### src/rtl/cache_flush_ctrl_pkg.sv
// Shared constants for the cache flush controller:
// FSM state encoding and cacheable-region address decode bounds.
package cache_flush_ctrl_pkg;

    localparam logic [1:0] INIT_SWEEP = 2'd0;
    localparam logic [1:0] IDLE       = 2'd1;
    localparam logic [1:0] SWEEP      = 2'd2;

    // Each cacheable-area bit covers one 2 MB region
    localparam int REGION_SHIFT = 21;
    localparam int REGION_LO    = REGION_SHIFT;
    localparam int REGION_HI    = 25;

endpackage

### src/rtl/cache_flush_ctrl.sv
// Tag RAM invalidate sequencer with core stall, plus the
// per-access cacheable decode from the coprocessor area mask.
module cache_flush_ctrl
    import cache_flush_ctrl_pkg::*;
#(
    parameter  int LINES     = 256,
    parameter  int WAYS      = 4,
    parameter  int TAG_WIDTH = 21,
    localparam int LW        = $clog2(LINES)
) (
    input  logic                 i_clk,
    input  logic                 i_rst,
    input  logic                 i_cache_enable,
    input  logic                 i_cache_flush,
    input  logic [31:0]          i_cacheable_area,
    input  logic [31:0]          i_address,
    output logic                 o_cacheable,
    output logic                 o_stall,
    output logic [WAYS-1:0]      o_tag_wenable,
    output logic [LW-1:0]        o_tag_waddr,
    output logic [TAG_WIDTH-1:0] o_tag_wdata,
    output logic                 o_flush_done
);

    logic [1:0]    state;
    logic [LW-1:0] count;
    logic          pending;
    logic          done;
    logic          sweeping;
    logic          last;
    logic [4:0]    region;
    logic          unused_addr;

    assign sweeping = (state != IDLE);
    assign last     = sweeping && (count == LW'(LINES - 1));

    always_ff @(posedge i_clk or posedge i_rst) begin
        if (i_rst) begin
            state   <= INIT_SWEEP;
            count   <= '0;
            pending <= 1'b0;
            done    <= 1'b0;
        end else begin
            done <= last;
            case (state)
                IDLE: begin
                    if (i_cache_flush)
                        state <= SWEEP;
                end
                default: begin
                    count <= count + LW'(1);
                    if (last) begin
                        // A queued flush chains straight into a new sweep
                        state   <= (pending || i_cache_flush) ? SWEEP : IDLE;
                        pending <= 1'b0;
                    end else begin
                        pending <= pending | i_cache_flush;
                    end
                end
            endcase
        end
    end

    assign o_tag_wenable = {WAYS{sweeping & ~i_rst}};
    assign o_tag_waddr   = count;
    assign o_tag_wdata   = '0;
    assign o_flush_done  = done;
    assign o_stall       = i_rst | i_cache_flush | sweeping | pending;

    assign region      = i_address[REGION_HI:REGION_LO];
    assign o_cacheable = i_cache_enable
                       && (i_address[31:REGION_HI+1] == '0)
                       && i_cacheable_area[region]
                       && !sweeping;

    assign unused_addr = ^i_address[REGION_LO-1:0];

endmodule

### config.mk
export PLATFORM = sky130hd
export DESIGN_NAME = cache_flush_ctrl
export DESIGN_NICKNAME = d
export VERILOG_FILES = /design/src/rtl/cache_flush_ctrl_pkg.sv /design/src/rtl/cache_flush_ctrl.sv
export SDC_FILE = /design/constraint.sdc
export NUM_CORES = 1
export LEC_CHECK = 0
export ABC_AREA = 1
export ABC_CLOCK_PERIOD_IN_PS = 2100
export CORE_MARGIN = 10
export CORE_UTILIZATION = 33
export CTS_CLUSTER_DIAMETER = 30
export DETAILED_ROUTE_END_ITERATION = 8
export PLACE_DENSITY = 0.86
export SYNTH_ARGS = -nofsm -noshare
export SYNTH_HDL_FRONTEND = slang
export SYNTH_SLANG_ARGS = --single-unit
### constraint.sdc
create_clock -name i_clk -period 2.1 [get_ports i_clk]
set_input_delay 0.42 -clock i_clk [delete_from_list [all_inputs] [get_ports i_clk]]
set_output_delay 0.42 -clock i_clk [all_outputs]
set_load 0.05 [all_outputs]
# Word-level counts from Yosys, hierarchy flattened
# Index checks and enable logic that the tools add are counted.
# totals
register_bits,12
word_cells,32
# classes
n_addsub,1
magnitude_cmp,1
eq_ne,4
n_mux,7
n_bitwise,6
n_reduce_logical,9
# ops
cell,count
adder 8 x 1 -> 8 bit (second input constant),1
== test 8 bit (second input constant),1
2-to-1 mux 2 bit,4
logical NOT 6 bit,1
< comparator 5 x 6 -> 1 bit (second input constant),1
binary-select mux 1 bit (select 5 bit),1
logical AND 1 bit,4
OR 1 bit,4
== test 2 x 1 -> 1 bit (second input constant),1
2-to-1 mux 1 bit,2
!= test 2 x 1 -> 1 bit (second input constant),1
!= test 2 bit (second input constant),1
AND reduction 2 bit,1
nonzero test 2 bit,1
AND 1 bit,1
logical NOT 1 bit,1
logical OR 1 bit,1
NOT 1 bit,1

# Longest topological paths before layout
# Gate-level depths: netlist (run 1).
# logic_depth
ltp_word,4
ltp_mapped,11

# Worst setup path before layout (run 1)
# Ideal clock, no wire load.
# synth_path
path_type,input-to-output
start,input port i_address[21]
end,output port o_cacheable
arrival_time_ns,1.722
required_ns,1.680
path_slack_ns,-0.042
cell_stages,11
path_buffers,2
path_cell_list,buf_6 > inv_8 > buf_12 > nand2_2 > nand3_2 > nand3_1 > nand2_1 > nand2_1 > nand3_2 > nand2_1 > nor2_1
# synth_via
elab_chain_cells,4
# synth_lines
item,line_no,source
from (decl),cache_flush_ctrl.sv:16,"input logic [31:0] i_address,"
binary-select mux 1 bit (select 5 bit),cache_flush_ctrl.sv:73,&& i_cacheable_area[region]
2-to-1 mux 1 bit (not written as such),cache_flush_ctrl.sv:73,
logical AND 1 bit,cache_flush_ctrl.sv:73,
logical AND 1 bit,cache_flush_ctrl.sv:74,&& !sweeping;
to (decl),cache_flush_ctrl.sv:17,"output logic o_cacheable,"
# No other way between the ends. The select of a mux whose other input is x is not followed.

# Final worst setup path (run 1)
# layout_path
start,input port i_cacheable_area[0]
end,output port o_cacheable
# layout_via
elab_chain_cells,4
# layout_lines
item,line_no,source
from (decl),cache_flush_ctrl.sv:15,"input logic [31:0] i_cacheable_area,"
binary-select mux 1 bit (select 5 bit),cache_flush_ctrl.sv:73,
2-to-1 mux 1 bit (not written as such),cache_flush_ctrl.sv:73,
logical AND 1 bit,cache_flush_ctrl.sv:73,
logical AND 1 bit,cache_flush_ctrl.sv:74,
# No other way between the ends. The select of a mux whose other input is x is not followed.

==> results of run 1 <==
## through the flow
step,total power [uW],util [%],worst slack [ps],TNS [ps],hold WS (ps)
final,673,56.1,71.8,0,509
after global routing,708,56.1,1.94,0,517
after CTS,672,55.1,26.3,0,511
after detailed placement,527,53.2,-254,-254,501
after global placement,523,53.2,-212,-212,488
after floorplan,441,-,177,0,293
## registers in the layout, summed over array words and instances (netlist names)
signal,flops
pending,1
o_tag_waddr,8
o_flush_done,1
state,2
## power by group
group / switching, uW / leakage [uW] / internal, uW
sequential: 0.0000000000000338 / 0.000143 / 231
clock: 72.0 / 0.0000138 / 66.3
combinational: 174 / 0.000775 / 130
## cell families after synthesis
group,Yosys count,share of synthesized area (%)
and+or+nand+nor,91,37.6
xor gates and xnor gates,7,5.40
other,1,0.330
adders and majority gates,1,1.10
DFF,12,26.4
buffers and inverters,42,25.9
AOI/OAI and AO/OA,7,3.30
## worst register-to-register path: stages, from the launching register on
cell,delay (ps)
dfrtp_1,420
ha_1,210
nand2_2,80
nor2_2,110
nand4_1,150
o21ai_1,150
nand2_1,90
o21a_1,110
## area by class of cell
type | count | share of cell area [%]
multi-input combinational | 127 | 34.4
sequential | 12 | 16.1
timing repair inverter | 1 | 0.401
clock buffer | 3 | 1.20
tap | 46 | 3.08
inverter | 14 | 3.48
timing repair buffer | 69 | 41.3
## final timing paths
check | cells after the start | slack [ps] | from | end
setup reg to reg | 7 | 690 | o_tag_waddr[0] | state[0]
min in group asynchronous | 3 | 520 | i_rst | o_tag_waddr[7]
max in group asynchronous | 3 | 1420 | i_rst | o_tag_waddr[5]
setup / recovery | 10 | 70 | i_cacheable_area[0] | o_cacheable
hold reg to reg | 1 | 510 | o_tag_waddr[7] | o_tag_waddr[7]
hold / removal | 1 | 510 | o_tag_waddr[7] | o_tag_waddr[7]
## cells in the final DEF (no fill, tap or decap), types with 2 or more instances in the layout
cell type        synthesis  final
nand3_1                 19     18
xnor2_1                  5      5
clkdlybuf4s50_1          0     47
buf_4                   25      5
o21ai_1                  4      4
buf_12                   1      7
conb_1                   1     21
nand2_2                  9      9
clkbuf_4                 0      3
nor2_2                   1      2
dfrtp_1                 12     12
inv_2                    1      2
nor2_1                  13     11
inv_1                   12     11
xor2_1                   2      2
dlymetal6s2s_1           0      5
nand2_1                 40     39
nand4_1                  4      4
o21ai_0                  2      2
nand3_2                  4      5
## routing by layer
| layer | vias to the layer above | routed length, um | global-route usage, % | share of wire (%) |
|---|---|---|---|---|
| li1 | 593 | - | - | - |
| met1 | 540 | 1300 | 11.4 | 34 |
| met2 | 49 | 2170 | 21.6 | 56 |
| met3 | 15 | 203 | 2.39 | 5.3 |
| met4 | 0 | 180 | 6.99 | 4.7 |
| met5 | - | 0 | 0 | 0 |
## what timing repair did
item	CTS	global route
setup endpoints to repair	1	1
cloned	2	0
buffers inserted	0	0
resized for setup	10	12
hold buffers	0	0
pin swaps	1	19
==> impl_metrics.ini, run 1 <==
[outcome]
status = complete, no violations

[placed_design]
placed_cells = 267
gp_congestion = 0.744
dp_hpwl_mm = 3.23
placed_cell_area_um2 = 1780
port_buffers = 61

[setup_path]
required_ps = 1680
arrival_ps = 1610
setup.worst_path.start_class = input pin
crit_path_cell_trace = clkdlybuf4s50_1 > nand2_1 > nand3_1 > nand2_1 > nand2_1 > nand2_1 > nor2_1 > nor2_1 > nor2_4 > buf_12
cpMostUsedCell = nand2_1
slowest_stage = clkdlybuf4s50_1
crit_type = in -> out
critPathBufInv = 2
path_max_fanout = 1
critical-path-max-stage-delay_ps = 450
crit_path_end_kind = output pin
critical-path-top-delay-family = buffers and inverters

[grt]
antenna_found_initial = 0
grt_overflow_total = 0
grt_max_degree = 17
first_global_vias = 1220
grtUsageTotal_pct = 11.6
grt_pass1_wl_mm = 5.77

[floorplan]
core_um2 = 3340
die_y_um = 78.7
row_count = 21
ioPinCount = 104
initial_core_util_pct = 34.0
die_w_um = 78.7
die-area_um2 = 6190

[route]
via_per_inst = 4.40
drtIter0Drc = 50
via_count = 1197
drc = 0
ant_nets = 0
wl_per_cell_um = 14.2
routed_wl_mm = 3.86
first_pass_iters = 4

[finish]
layout.cells.non_filler = 272
seq_area_um2 = 300
finish.instance_area_um2 = 1870
drive_gt1_share_pct = 18.6
antennaDiodeCount = 0
multi_input_area_um2 = 644
fillers = 313
synthToLayoutAreaGrowth_pct = 64.6
num-nets-final = 297

[logic_synthesis]
synth_top_area_share_pct = 26.4
ys.flop_type = dfrtp_1
postSynthCellCount = 161
yosysMostFrequentCell = nand2_1
synthDistinctLibCells = 23
yosysSeqAreaShare_pct = 26.4
synth_common_cells = 40 x nand2_1, 25 x buf_4, 19 x nand3_1
synth_edf_count = 0
netlist_top_cells_area = dfrtp_1 26%, buf_4 17%, nand2_1 13%, nand3_1 8.4%, nand2_2 5.0%
synth_seq_cells = 12
yosys.area.top_type = dfrtp_1
synthArstFlopShare_pct = 100
synth-warning-count = 0
syn_area_um2 = 1140
synth_area_per_cell_um2 = 7.06

[sta]
finalClockSkew_ps = 4.06
timing.final.crit_share_pct = 96.6
slew-limit-headroom_pct = 65.2
hold_viol_final = 0
timing.final.crit_period_ps = 2030
rsz0062_at_grt = false
fmax_mhz = 493
finalSetupViolCount = 0
tightest_slew_ps = 520
drv_slew = 0

[cts]
path_clk_slew_ps = 70
clkSinkCount = 12
cts_tree = done
cts_made_buffers = 3
cts_root_buf = clkbuf_4
cts_buffer_depth = 2
htreeDepth = 1
worstSkewPairLatency_ps = 270

[worst_hold_path]
hold_class = reg -> reg

[flow_run]
drv_cap = 0

[power_and_ir_drop]
p_per_area_nw_per_um2 = 360
leakagePower_uw = 0.000932
ir_drop_mv = 0.192
No activity file was read; power rests on OpenSTA's default activity.
==> inputs of run 2 (changes only) <==
--- a/config.mk
+++ b/config.mk
@@ -7,11 +7,13 @@
 export LEC_CHECK = 0
 export ABC_AREA = 1
 export ABC_CLOCK_PERIOD_IN_PS = 2100
+export CELL_PAD_IN_SITES_DETAIL_PLACEMENT = 0
+export CELL_PAD_IN_SITES_GLOBAL_PLACEMENT = 2
 export CORE_MARGIN = 10
-export CORE_UTILIZATION = 33
+export CORE_UTILIZATION = 15
 export CTS_CLUSTER_DIAMETER = 30
 export DETAILED_ROUTE_END_ITERATION = 8
-export PLACE_DENSITY = 0.86
+export PLACE_DENSITY_LB_ADDON = 0.1
 export SYNTH_ARGS = -nofsm -noshare
 export SYNTH_HDL_FRONTEND = slang
 export SYNTH_SLANG_ARGS = --single-unit
==> impl_metrics.ini, run 2 (same netlist as run 1, synthesis figures left out) <==
[worst_hold_path]
min_from = o_tag_waddr[7]
worstHoldPathCells = 1
hold_class = reg -> reg
holdPathEnd = o_tag_waddr[7]

[route]
first_pass_iters = 2
via_per_inst = 3.66
via_count = 1196
drtIter0Drc = 15
wl_per_cell_um = 12.8
routed_wl_mm = 4.20
ant_nets = 0
drc = 0

[sta]
tightest_slew_ps = 507
fmax_mhz = 498
timing.final.crit_period_ps = 2010
hold_viol_final = 0
timing.final.crit_share_pct = 95.5
post-route-worst-setup-slack_ps = 93.8
finalClockSkew_ps = 5.90
slew-limit-headroom_pct = 66.1
fin_hold_ws_ps = 500
drv_slew = 0
finalSetupViolCount = 0

[setup_path]
r2r_end = state[0]
slowest_stage = clkdlybuf4s50_1
required_ps = 1680
rrSetupSlack_ps = 710
critPathBufInv = 2
critical-path-top-delay-family = buffers and inverters
r2r-start = o_tag_waddr[0]
arrival_ps = 1590
crit_path_cell_trace = clkdlybuf4s50_1 > nand2_1 > nand3_1 > nand3_1 > nand2_1 > nand2_1 > nand2_1 > nor2_2 > nor2_4 > buf_12
crit_path_end_kind = output pin
critical-path-max-stage-delay_ps = 460
crit_type = in -> out
ff2ff_path_depth = 7
path_max_fanout = 1
cpMostUsedCell = nand2_1
setup.worst_path.start_class = input pin

[cts]
path_clk_slew_ps = 50
htreeDepth = 1
clkSinkCount = 12
worstSkewPairLatency_ps = 240
cts_made_buffers = 3
cts_buffer_depth = 2
cts_tree = done
cts_root_buf = clkbuf_8

[floorplan]
row_count = 31
die_y_um = 107
ioPinCount = 104
die-area_um2 = 11500
core_um2 = 7290
die_w_um = 107
initial_core_util_pct = 15.6

[grt]
grtUsageTotal_pct = 7.18
first_global_vias = 1341
grt_max_degree = 15
grt_pass1_wl_mm = 6.82
grt_overflow_total = 0
antenna_found_initial = 0

[power_and_ir_drop]
internal-power_uw = 481
swShare_pct = 34.9
power_frac_comb_pct = 40.9
leakagePower_uw = 0.00101
pwr-share-clk_pct = 27.7
power.share.sequential_pct = 31.4
switching_power_uw = 258
ir_drop_mv = 0.334
p_per_area_nw_per_um2 = 374

[finish]
num-nets-final = 299
synthToLayoutAreaGrowth_pct = 73.7
drive_gt1_share_pct = 22.8
post-route-util_pct = 27.1
largest_register_ffs = 8
antennaDiodeCount = 0
final_common_cell = nand2_1
layout.cells.non_filler = 327
mostFrequentLayoutCells = 39 x nand2_1, 36 x clkdlybuf4s50_1, 21 x conb_1

[placed_design]
dp_worst_setup_slack_ps = -259
dp_hpwl_mm = 3.49
placed_cells = 320
gp_congestion = 0.688
port_buffers = 61

[outcome]
status = complete, no violations

[flow_run]
drv_cap = 0
## run 2: cell count changes in the layout (fill, tap and decap cells not counted), moves of 2 or more
cell,previous run,this run
buf_4,5,7
buf_6,1,4
clkbuf_4,3,0
clkbuf_8,0,3
clkdlybuf4s50_1,47,36
dlymetal6s2s_1,5,13
inv_1,11,9
inv_8,0,2
nor2_1,11,9
nor2_2,2,4
## run 2: metrics by stage
stage	total power (uW)	setup TNS, ps	instance area [um^2]
final	739	0	1970
after global routing	790	-9.28	1970
after CTS	743	0	1890
after detailed placement	529	-259	1820
after global placement	529	-234	1820
after floorplan	441	0	1220
## run 2: timing repair
action                                  4_1_cts  5_1_grt
resized for setup                            12       29
pin swaps                                     5       26
setup buffers                                 0        2
cloned                                        1        1
endpoints found under the setup margin        1        1
hold buffers                                  0        0
## run 2: layout make-up
cell class	instances	area (um^2)
multi-input cells	127	658
clock buffers	3	41.3
fillers	838	5320
well taps	99	124
repair inverters	2	18.8
repair buffers	70	768
flip-flops and latches	12	300
inverters	14	62.6
## run 2: metal layers
metal  wire [um]  GRT usage, %  vias up
li1            -             -      599
met1        2030          8.93      546
met2        1900          12.0       49
met3         250          2.34        2
met4          17         0.870        0
met5           0             0        -
## run 2: worst register-to-register path: cells and delay by family (launching register included)
kind,cells,cell delay [ps]
adders and majority gates,1,220
and+or+nand+nor,4,410
AOI/OAI and AO/OA,2,240
DFF,1,410
## run 2: worst max path at each step
| stage | start | end | slack (ps) | cells after the start |
|---|---|---|---|---|
| 2_1_floorplan | i_address[21] | o_cacheable | 180 | 11 |
| 3_3_place_gp | i_address[21] | o_cacheable | -230 | 12 |
| 3_5_place_dp | i_address[21] | o_cacheable | -260 | 12 |
| 4_1_cts | i_cacheable_area[24] | o_cacheable | 0.9 | 10 |
| 5_1_grt | i_cacheable_area[3] | o_cacheable | -9 | 10 |
| 6_report | i_cacheable_area[9] | o_cacheable | 90 | 10 |
## run 2: power by group through the flow
stage / combinational, uW / clock [uW] / sequential (uW)
after detailed placement: 293 / 0 / 235
after global routing: 327 / 231 / 231
final: 302 / 205 / 232
after global placement: 293 / 0 / 235
after floorplan: 205 / 0 / 235
after CTS: 298 / 214 / 231
